### src/rtl/serv_dbus_sram.sv
// Wishbone-classic data-bus slave for the SERV core that performs one single-port SRAM access per request.
// Wait states are configurable; addresses beyond the SRAM window complete without touching memory.
module serv_dbus_sram #(
  parameter int unsigned AW   = 10,
  parameter int unsigned WAIT = 0
) (
  input  logic          i_clk,
  input  logic          i_rst_n,
  input  logic [31:0]   i_wb_adr,
  input  logic [31:0]   i_wb_dat,
  input  logic [3:0]    i_wb_sel,
  input  logic          i_wb_we,
  input  logic          i_wb_cyc,
  output logic [31:0]   o_wb_rdt,
  output logic          o_wb_ack,
  output logic          o_oob,
  output logic          o_mem_en,
  output logic [3:0]    o_mem_wen,
  output logic [AW-1:0] o_mem_addr,
  output logic [31:0]   o_mem_wdata,
  input  logic [31:0]   i_mem_rdata
);

  localparam int unsigned CW = 4;
  localparam logic [CW-1:0] WAIT_LD = (WAIT == 0) ? '0 : (CW'(WAIT) - CW'(1));

  typedef enum logic [1:0] {S_IDLE, S_ACCESS, S_WAIT, S_ACK} state_t;

  state_t          state_q, state_d;
  logic [CW-1:0]   cnt_q, cnt_d;
  logic [AW-1:0]   adr_q;
  logic [31:0]     dat_q;
  logic [3:0]      sel_q;
  logic            we_q;
  logic            oob_q;
  logic            rd_pend_q;
  logic [31:0]     cap_q;
  logic [31:0]     rdt_q;
  logic [31:0]     rdt_c;
  logic            unused_adr_lsb;

  // Byte offset is carried by the lane selects.
  assign unused_adr_lsb = ^i_wb_adr[1:0];

  // State, request capture and read-data registers.
  always_ff @(posedge i_clk) begin
    if (!i_rst_n) begin
      state_q   <= S_IDLE;
      cnt_q     <= '0;
      adr_q     <= '0;
      dat_q     <= '0;
      sel_q     <= '0;
      we_q      <= 1'b0;
      oob_q     <= 1'b0;
      rd_pend_q <= 1'b0;
      cap_q     <= '0;
      rdt_q     <= '0;
    end else begin
      state_q   <= state_d;
      cnt_q     <= cnt_d;
      if (state_q == S_IDLE && i_wb_cyc) begin
        adr_q <= i_wb_adr[AW+1:2];
        dat_q <= i_wb_dat;
        sel_q <= i_wb_sel;
        we_q  <= i_wb_we;
        oob_q <= |i_wb_adr[31:AW+2];
      end
      // SRAM read data is valid only in the cycle right after ACCESS.
      rd_pend_q <= (state_q == S_ACCESS) && !we_q && !oob_q;
      if (rd_pend_q)
        cap_q <= i_mem_rdata;
      if (state_q == S_ACK && !we_q)
        rdt_q <= rdt_c;
    end
  end

  // Next state and state-decoded strobes.
  always_comb begin
    state_d   = state_q;
    cnt_d     = cnt_q;
    o_mem_en  = 1'b0;
    o_mem_wen = 4'b0000;
    o_wb_ack  = 1'b0;
    o_oob     = 1'b0;
    case (state_q)
      S_IDLE: begin
        if (i_wb_cyc)
          state_d = S_ACCESS;
      end
      S_ACCESS: begin
        o_mem_en  = !oob_q;
        o_mem_wen = sel_q & {4{we_q & !oob_q}};
        cnt_d     = WAIT_LD;
        state_d   = (WAIT > 0) ? S_WAIT : S_ACK;
      end
      S_WAIT: begin
        if (cnt_q == '0)
          state_d = S_ACK;
        else
          cnt_d = cnt_q - CW'(1);
      end
      S_ACK: begin
        o_wb_ack = 1'b1;
        o_oob    = oob_q;
        state_d  = S_IDLE;
      end
      default: state_d = S_IDLE;
    endcase
  end

  // With no wait states the ack cycle is the SRAM data cycle, so forward it directly.
  always_comb begin
    rdt_c = rdt_q;
    if (state_q == S_ACK && !we_q) begin
      if (oob_q)
        rdt_c = '0;
      else if (rd_pend_q)
        rdt_c = i_mem_rdata;
      else
        rdt_c = cap_q;
    end
  end

  assign o_wb_rdt    = rdt_c;
  assign o_mem_addr  = adr_q;
  assign o_mem_wdata = dat_q;

endmodule

### config.mk
export PLATFORM = sky130hd
export DESIGN_NAME = serv_dbus_sram
export DESIGN_NICKNAME = d
export VERILOG_FILES = /design/src/rtl/serv_dbus_sram.sv
export SDC_FILE = /design/constraint.sdc
export NUM_CORES = 1
export LEC_CHECK = 0
export BUFFER_PORTS_ARGS = -buffer_cell sky130_fd_sc_hd__buf_4
export CORE_MARGIN = 4
export CORE_UTILIZATION = 53
export CTS_BUF_LIST = sky130_fd_sc_hd__clkbuf_16
export CTS_CLUSTER_SIZE = 16
export DETAILED_ROUTE_END_ITERATION = 8
export HOLD_SLACK_MARGIN = 0.05
export PLACE_DENSITY = 0.95
export SYNTH_ARGS = -nofsm -noshare
export SYNTH_HDL_FRONTEND = slang
export SYNTH_SLANG_ARGS = --single-unit
### constraint.sdc
create_clock -name i_clk -period 2.3 [get_ports i_clk]
set_input_delay 0.115 -clock i_clk [delete_from_list [all_inputs] [get_ports i_clk]]
set_output_delay 0.115 -clock i_clk [all_outputs]
set_load 0.03 [all_outputs]
==> results.tsv, run 1 <==
stage	metric	value	unit
power_and_ir_drop	Tot Pwr	6.65	mW
power_and_ir_drop	Sw Ratio	0.294	
timing	FMAX	449	MHz
detailed_routing	Post-DRT Antenna Nets	0	
clocking	CTS clock-pin slew for the worst setup and hold paths	50	ps
power_and_ir_drop	Leak	3.42	nW
clocking	htree depth	4	
placed_design	Final GP Congestion	0.788	
critical_path	CP Capture Type	output port	
yosys	Post-synth top flop	dfxtp_1	
floorplanning	starting density of the core	0.540	
timing	Setup TNS Final	0	ps
clocking	CTS sink count	119	
detailed_routing	vias per inst	5.36	
yosys	Post-Synth Simple-Gate Area	0.241	
clocking	clk buf depth	2	
detailed_routing	routed metal-1 wire length	6140	µm
floorplanning	total die area	11000	µm²
timing	Slew Limit Fails	0	
power_and_ir_drop	PwrDens	849	nW/µm²
critical_path	Req. time, crit path	2180	ps
global_route	GRT overflow	0	
power_and_ir_drop	sequential power share	0.356	
final_layout	Area Overhead vs Synth	57.8	%
yosys	Syn Area/Cell	9.12	µm²
timing	worst slew pin tran	757	ps
yosys	post-synth cell types	33	
timing	Final min period	2230	ps
critical_path	Max FO, Critical Path	16	
status	status	finished, final reports clean	
clocking	cts bufs inserted	17	
clocking	worst skew pair latency	400	ps
power_and_ir_drop	Clock power frac	0.411	
power_and_ir_drop	Max rail drop VDD	0.567	mV
detailed_routing	# DRC	0	
yosys	Post-Synth Adder-Cell Area	0.0151	
detailed_routing	WL per Instance	18.7	µm
yosys	#FFs+latches synth	119	
global_route	GRT Overall Usage	0.309	
power_and_ir_drop	net switching power	1.95	mW
power_and_ir_drop	combinational share of power	0.233	
yosys	syn_nets	654	
detailed_routing	router iterations before antenna repair	7	
power_and_ir_drop	Int Power	4.69	mW
final_layout	# nets final	911	
hold_path	HP Class	in -> reg	
global_route	largest net degree at the start of global routing	91	
timing	Worst slew margin	0.495	
timing	ratio of final minimum period to clock period	0.967	
yosys	post-synthesis cell count	544	
yosys	Post-synth EDFFs	0	
critical_path	Worst setup startpoint	state_q[0]$_SDFFE_PN0P_	
critical_path	CP startpoint kind	flip-flop	
yosys	Compound-Gate Fraction of Synth Area	0.158	
global_route	vias in the first global route	5435	
critical_path	Reg2Reg Setup Slack	350	ps
placed_design	DP HPWL	8710	µm
critical_path	path depth of the worst reg2reg path	6	
yosys	top-area cell type share of the netlist area	0.480	
timing	Setup violations, final	0	
global_route	initial antenna violation count	1	
floorplanning	Die X	105	µm
yosys	Post-Synth XOR/XNOR Area	0	
critical_path	Crit Path Class	reg -> out	
hold_path	hold endpoint	oob_q$_SDFFE_PN0P_	
detailed_routing	DR iter-0 viols	219	
yosys	register area share after synthesis	0.480	
yosys	main combinational cell family by area after synthesis	simple AND/OR/NAND/NOR gates	
detailed_routing	via count	4956	
critical_path	R2R Path End	o_mem_wdata[10]$_SDFFE_PN0P_	
timing	Fin. Hold Viols	0	
clocking	TritonCTS clock tree	done	
critical_path	Worst EP arrival	2110	ps
floorplanning	Die Height	105	µm
critical_path	Worst R2R Start	state_q[0]$_SDFFE_PN0P_	
yosys	multiplexer share of the synthesized area	0.0686	
final_layout	layout cells sized above 1	0.315	
placed_design	Port Buffers	182	
timing	RSZ-0062 raised after global routing	no	
detailed_routing	top layer in use	met4	
yosys	Syn. warnings	0	
run	max cap viols	0	
yosys	Synth async-reset ratio	0	
hold_path	start point of the worst hold path	i_wb_adr[24]	
detailed_routing	met3 routed WL	1250	µm
clocking	Post-CTS Setup Bufs	0	
floorplanning	row cnt	35	
detailed_routing	Routed WL	17300	µm
yosys	Synth area leader	dfxtp_1	
timing	clk_skew	10.1	ps
yosys	Mapped Area	4960	µm²
floorplanning	Core Area	9200	µm²
global_route	first-pass GRT wire length	27000	µm
hold_path	WHS Path Cells	4	
yosys	largest cells by area after synthesis	dfxtp_1, nand2_1, a21boi_0	
detailed_routing	Met2 Routed Length	9200	µm
floorplanning	Ports	185	
clocking	Root Buffer Master	clkbuf_16	
==> Yosys cell counts, types with 2 or more instances <==
library cell  instances
o21ai_0               3
or2_1                30
dfxtp_1             119
nor2b_1              35
a21boi_2             29
inv_1                 5
and3_1                4
nand2b_1              3
ha_1                  6
buf_2                 6
clkbuf_1             24
and2_1                2
buf_4                 2
o211ai_1              2
nand3_1               2
a21boi_0             53
nor4_1                6
nand2_1             162
or2_2                 2
buf_6                 3
mux2i_1              34
==> placed cells by master, fill, tap and decap left out, types with 2 or more instances in the layout <==
| master | netlist | routed |
|---|---|---|
| nand2_1 | 162 | 162 |
| inv_1 | 5 | 6 |
| bufinv_16 | 0 | 4 |
| or2_1 | 30 | 30 |
| or3b_4 | 1 | 3 |
| clkinv_2 | 0 | 3 |
| nand2b_1 | 3 | 3 |
| ha_1 | 6 | 5 |
| nand3_1 | 2 | 2 |
| nor2b_1 | 35 | 35 |
| or2_2 | 2 | 2 |
| and2_1 | 2 | 2 |
| a21boi_0 | 53 | 53 |
| a21boi_2 | 29 | 29 |
| clkbuf_16 | 0 | 17 |
| buf_4 | 2 | 189 |
| clkinv_4 | 0 | 4 |
| dfxtp_1 | 119 | 118 |
| and3_1 | 4 | 4 |
| dlygate4sd3_1 | 0 | 81 |
| o211ai_1 | 2 | 2 |
| nor4_1 | 6 | 6 |
| o21ai_0 | 3 | 3 |
| mux2i_1 | 34 | 34 |
==> routing by layer <==
| layer | track usage | up-vias |
|---|---|---|
| met4 | 0.156 | 0 |
| li1 | - | 2303 |
| met2 | 0.576 | 235 |
| met3 | 0.0908 | 56 |
| met5 | 0 | - |
| met1 | 0.310 | 2362 |
==> critical path, cell delays in order (launching register included) <==
cell and delay, ps:
dfxtp_1 460, ha_4 220, or3b_4 490, or2_1 300, nand2_1 90, buf_4 160
==> metrics by stage <==
step | instances | instance area (µm²) | hold WS (ps) | worst slack, ps | util
after floorplan | 544 | 4960 | 260 | 365 | -
after global placement | 810 | 6370 | 376 | 456 | 0.693
after detailed placement | 810 | 6370 | 385 | 427 | 0.693
after CTS | 923 | 7810 | 133 | 5.47 | 0.849
after global routing | 925 | 7830 | 190 | 11.3 | 0.852
final | 925 | 7830 | 176 | 75.0 | 0.852
==> power by group through the flow <==
| stage | logic, mW | clock network, mW | registers (mW) |
|---|---|---|---|
| after detailed placement | 1.33 | 0 | 2.38 |
| after global routing | 1.65 | 2.86 | 2.38 |
| after CTS | 1.46 | 2.74 | 2.35 |
| final | 1.55 | 2.73 | 2.37 |
| after global placement | 1.29 | 0 | 2.37 |
| after floorplan | 0.685 | 0 | 2.53 |
==> area by class of cell <==
| cell class | count | area [µm²] |
|---|---|---|
| Fill cell | 449 | 1370 |
| Multi-Input combinational cell | 387 | 2430 |
| Clock inverter | 14 | 185 |
| Antenna cell | 1 | 2.50 |
| Clock buffer | 17 | 425 |
| Inverter | 5 | 18.8 |
| Sequential cell | 119 | 2380 |
| Timing Repair Buffer | 271 | 2250 |
| Tap cell | 111 | 139 |
==> sequential cells by signal, summed over array words and instances (netlist names) <==
signal	count
cnt_q	4
oob_q	1
we_q	1
cap_q	32
sel_q	4
state_q	2
o_mem_wdata	32
rdt_q	32
o_mem_addr	10
rd_pend_q	1
==> cells by family (layout without fill, tap and decap cells) <==
kind of cell | Yosys count | count (layout)
AOI/OAI and AO/OA | 91 | 91
adders and majority gates | 6 | 6
buffers and inverters | 40 | 307
DFF | 119 | 119
muxes | 34 | 34
other | 0 | 1
and+or+nand+nor | 254 | 256
==> what timing repair did <==
item                                   4_1_cts  5_1_grt
hold buffers                                81        0
gates cloned                                 1        1
setup endpoints to repair                   22       30
endpoints found under the hold margin       80        0
gates resized for setup                      2        2
==> worst max-delay path by stage <==
| stage | endpoint | slack, ps | cells past startpoint |
|---|---|---|---|
| final | o_wb_rdt[15] | 70 | 5 |
| after global routing | o_wb_rdt[23] | 10 | 5 |
| after CTS | o_wb_rdt[18] | 5 | 5 |
| after detailed placement | o_wb_rdt[29] | 430 | 5 |
| after global placement | o_wb_rdt[30] | 460 | 5 |
| after floorplan | o_wb_rdt[20] | 370 | 5 |
(Power assumes the default switching activity.)
==> run 2: changes to the inputs <==
--- a/config.mk
+++ b/config.mk
@@ -7,12 +7,12 @@
 export LEC_CHECK = 0
 export BUFFER_PORTS_ARGS = -buffer_cell sky130_fd_sc_hd__buf_4
 export CORE_MARGIN = 4
-export CORE_UTILIZATION = 53
+export CORE_UTILIZATION = 40
 export CTS_BUF_LIST = sky130_fd_sc_hd__clkbuf_16
 export CTS_CLUSTER_SIZE = 16
 export DETAILED_ROUTE_END_ITERATION = 8
 export HOLD_SLACK_MARGIN = 0.05
-export PLACE_DENSITY = 0.95
+export PLACE_DENSITY = 0.78
 export SYNTH_ARGS = -nofsm -noshare
 export SYNTH_HDL_FRONTEND = slang
 export SYNTH_SLANG_ARGS = --single-unit
==> results.tsv, run 2 (same netlist as run 1, synthesis figures left out) <==
stage	metric	value	unit	change
status	status	finished, final reports clean		
final_layout	Area Overhead vs Synth	58.8	%	
timing	worst slew pin tran	560	ps	-197 ps
run	max cap viols	0		unchanged
detailed_routing	WL per Instance	14.9	µm	-21%
critical_path	Reg2Reg Setup Slack	570	ps	+220 ps
clocking	htree depth	4		unchanged
global_route	GRT overflow	0		unchanged
critical_path	Critical Path Max Stage Delay	470	ps	-20 ps
critical_path	Crit Path Class	reg -> out		
detailed_routing	Routed WL	14600	µm	-16%
clocking	CTS sink count	119		unchanged
clocking	worst skew pair latency	410	ps	about the same
timing	Final min period	2180	ps	-49.1 ps
timing	ratio of final minimum period to clock period	0.946		-0.0214
global_route	vias in the first global route	4847		-11%
power_and_ir_drop	Tot Pwr	6.41	mW	-3.6%
critical_path	family with the most delay on the worst path	simple AND/OR/NAND/NOR gates		
global_route	first-pass GRT wire length	23800	µm	-12%
timing	clk_skew	5.17	ps	-4.93 ps
timing	Setup violations, final	0		unchanged
critical_path	CP startpoint kind	flip-flop		
placed_design	placed cell area	6460	µm²	+1.3%
timing	RSZ-0062 raised after global routing	no		
floorplanning	Die Height	119	µm	+14%
placed_design	DP HPWL	8880	µm	+2.0%
power_and_ir_drop	Max rail drop VDD	0.607	mV	+7.2%
detailed_routing	# DRC	0		unchanged
critical_path	CP max stage cell	or3b_4		
critical_path	CP Capture Type	output port		
clocking	TritonCTS clock tree	done		
timing	Worst slew margin	0.627		+0.131
placed_design	Port Buffers	182		unchanged
placed_design	Final GP Congestion	0.762		-3.4%
floorplanning	Ports	185		unchanged
detailed_routing	via count	4660		-6.0%
placed_design	placed cells	867		+7.0%
final_layout	commonest non-fill, non-tap cell in the layout	buf_4		
floorplanning	row cnt	40		+14%
critical_path	crit-path cells	ha_4, or3b_4, or2_1, nand2_1, buf_4		
detailed_routing	Post-DRT Antenna Nets	0		unchanged
detailed_routing	DR iter-0 viols	229		+4.6%
hold_path	HP Class	in -> reg		
critical_path	Worst EP arrival	2060	ps	-50 ps
floorplanning	Die X	119	µm	+14%
timing	Slew Limit Fails	0		unchanged
detailed_routing	router iterations before antenna repair	4		-3
floorplanning	Core Area	12100	µm²	+31%
detailed_routing	vias per inst	4.75		-11%
floorplanning	starting density of the core	0.411		-0.128
final_layout	highest-count cells in the layout ignoring fill and taps	buf_4, nand2_1, dfxtp_1, dlygate4sd3_1, a21boi_0		
power_and_ir_drop	PwrDens	813	nW/µm²	-4.2%
final_layout	# nets final	912		+0.11%
power_and_ir_drop	Leak	3.41	nW	-0.23%
clocking	cts bufs inserted	17		unchanged
final_layout	layout cells sized above 1	0.316		+0.00123
global_route	initial antenna violation count	0		-1
final_layout	Final Non-Filler Cells	981		+6.1%
critical_path	CP Buf/Inv Count	1		unchanged
global_route	GRT Overall Usage	0.210		-0.0995
final_layout	fin area	7880	µm²	+0.64%
clocking	Root Buffer Master	clkbuf_16		
timing	FMAX	460	MHz	+2.3%
clocking	Post-CTS Setup Bufs	0		unchanged
clocking	clk buf depth	2		unchanged
global_route	largest net degree at the start of global routing	67		-26%
critical_path	Req. time, crit path	2180	ps	about the same
critical_path	Max FO, Critical Path	8		-8
timing	Fin. Hold Viols	0		unchanged
timing	Setup TNS Final	0	ps	unchanged
final_layout	antenna cell count	0		-1
clocking	CTS clock-pin slew for the worst setup and hold paths	50	ps	about the same
floorplanning	total die area	14300	µm²	+30%
==> run 2: changes by cell type in the layout (fill, tap and decap cells not counted), moves of 2 or more <==
| cell | previous run | this run |
|---|---|---|
| clkinv_2 | 3 | 5 |
| clkinv_1 | 1 | 4 |
| clkinv_4 | 4 | 1 |
| dfxtp_1 | 118 | 116 |
| dfxtp_2 | 1 | 3 |
==> run 2: final timing paths <==
kind,start,end,depth (start not counted)
hold / removal,i_wb_cyc,state_q[1]$_SDFFE_PN0P_,4
hold reg to reg,rdt_q[31]$_SDFFE_PN0P_,rdt_q[31]$_SDFFE_PN0P_,2
setup reg to reg,state_q[0]$_SDFFE_PN0P_,o_mem_wdata[26]$_SDFFE_PN0P_,6
setup / recovery,state_q[0]$_SDFFE_PN0P_,o_wb_rdt[17],5
==> run 2: layout make-up <==
cell class,instances,area (µm²)
well taps,168,210
repair buffers,271,2260
inverters,5,18.8
clock inverters,13,139
fillers,902,4180
multi-input cells,388,2440
flip-flops and latches,119,2390
clock buffers,17,425
==> run 2: worst min-delay path, delay by kind of cell <==
| kind | cells | cell delay (ps) |
|---|---|---|
| multiplexers | 1 | 120 |
| buffers and inverters | 1 | 110 |
| AO/OA/AOI/OAI | 1 | 80 |
| AND/OR/NAND/NOR | 1 | 100 |
==> run 2: timing repair <==
item	CTS	global route
pin swaps	0	0
hold endpoints to repair	80	0
gates resized for setup	4	3
hold buffers	81	0
setup endpoints to repair	32	32
gates cloned	3	0
==> run 2: per-layer routing <==
| layer | part of all wire | vias up | track usage |
|---|---|---|---|
| met4 | 0.022 | 0 | 0.0802 |
| met2 | 0.51 | 146 | 0.373 |
| met3 | 0.063 | 28 | 0.0717 |
| met5 | 0 | - | 0 |
| li1 | - | 2306 | - |
| met1 | 0.40 | 2180 | 0.229 |
==> run 2: through the flow <==
stage                     setup WS, ps   util  hold WS (ps)
after floorplan                    365      -           260
after global placement             449  0.535           376
after detailed placement           371  0.535           384
after CTS                         6.41  0.652           156
after global routing              54.2  0.653           162
final                              124  0.653           161
==> run 2: where the power goes <==
group          internal, mW  total (mW)  switching [mW]
Combinational         0.655        1.49           0.836
Clock                  1.66        2.54           0.884
Sequential             2.25        2.37           0.121
Total                  4.57        6.41            1.84
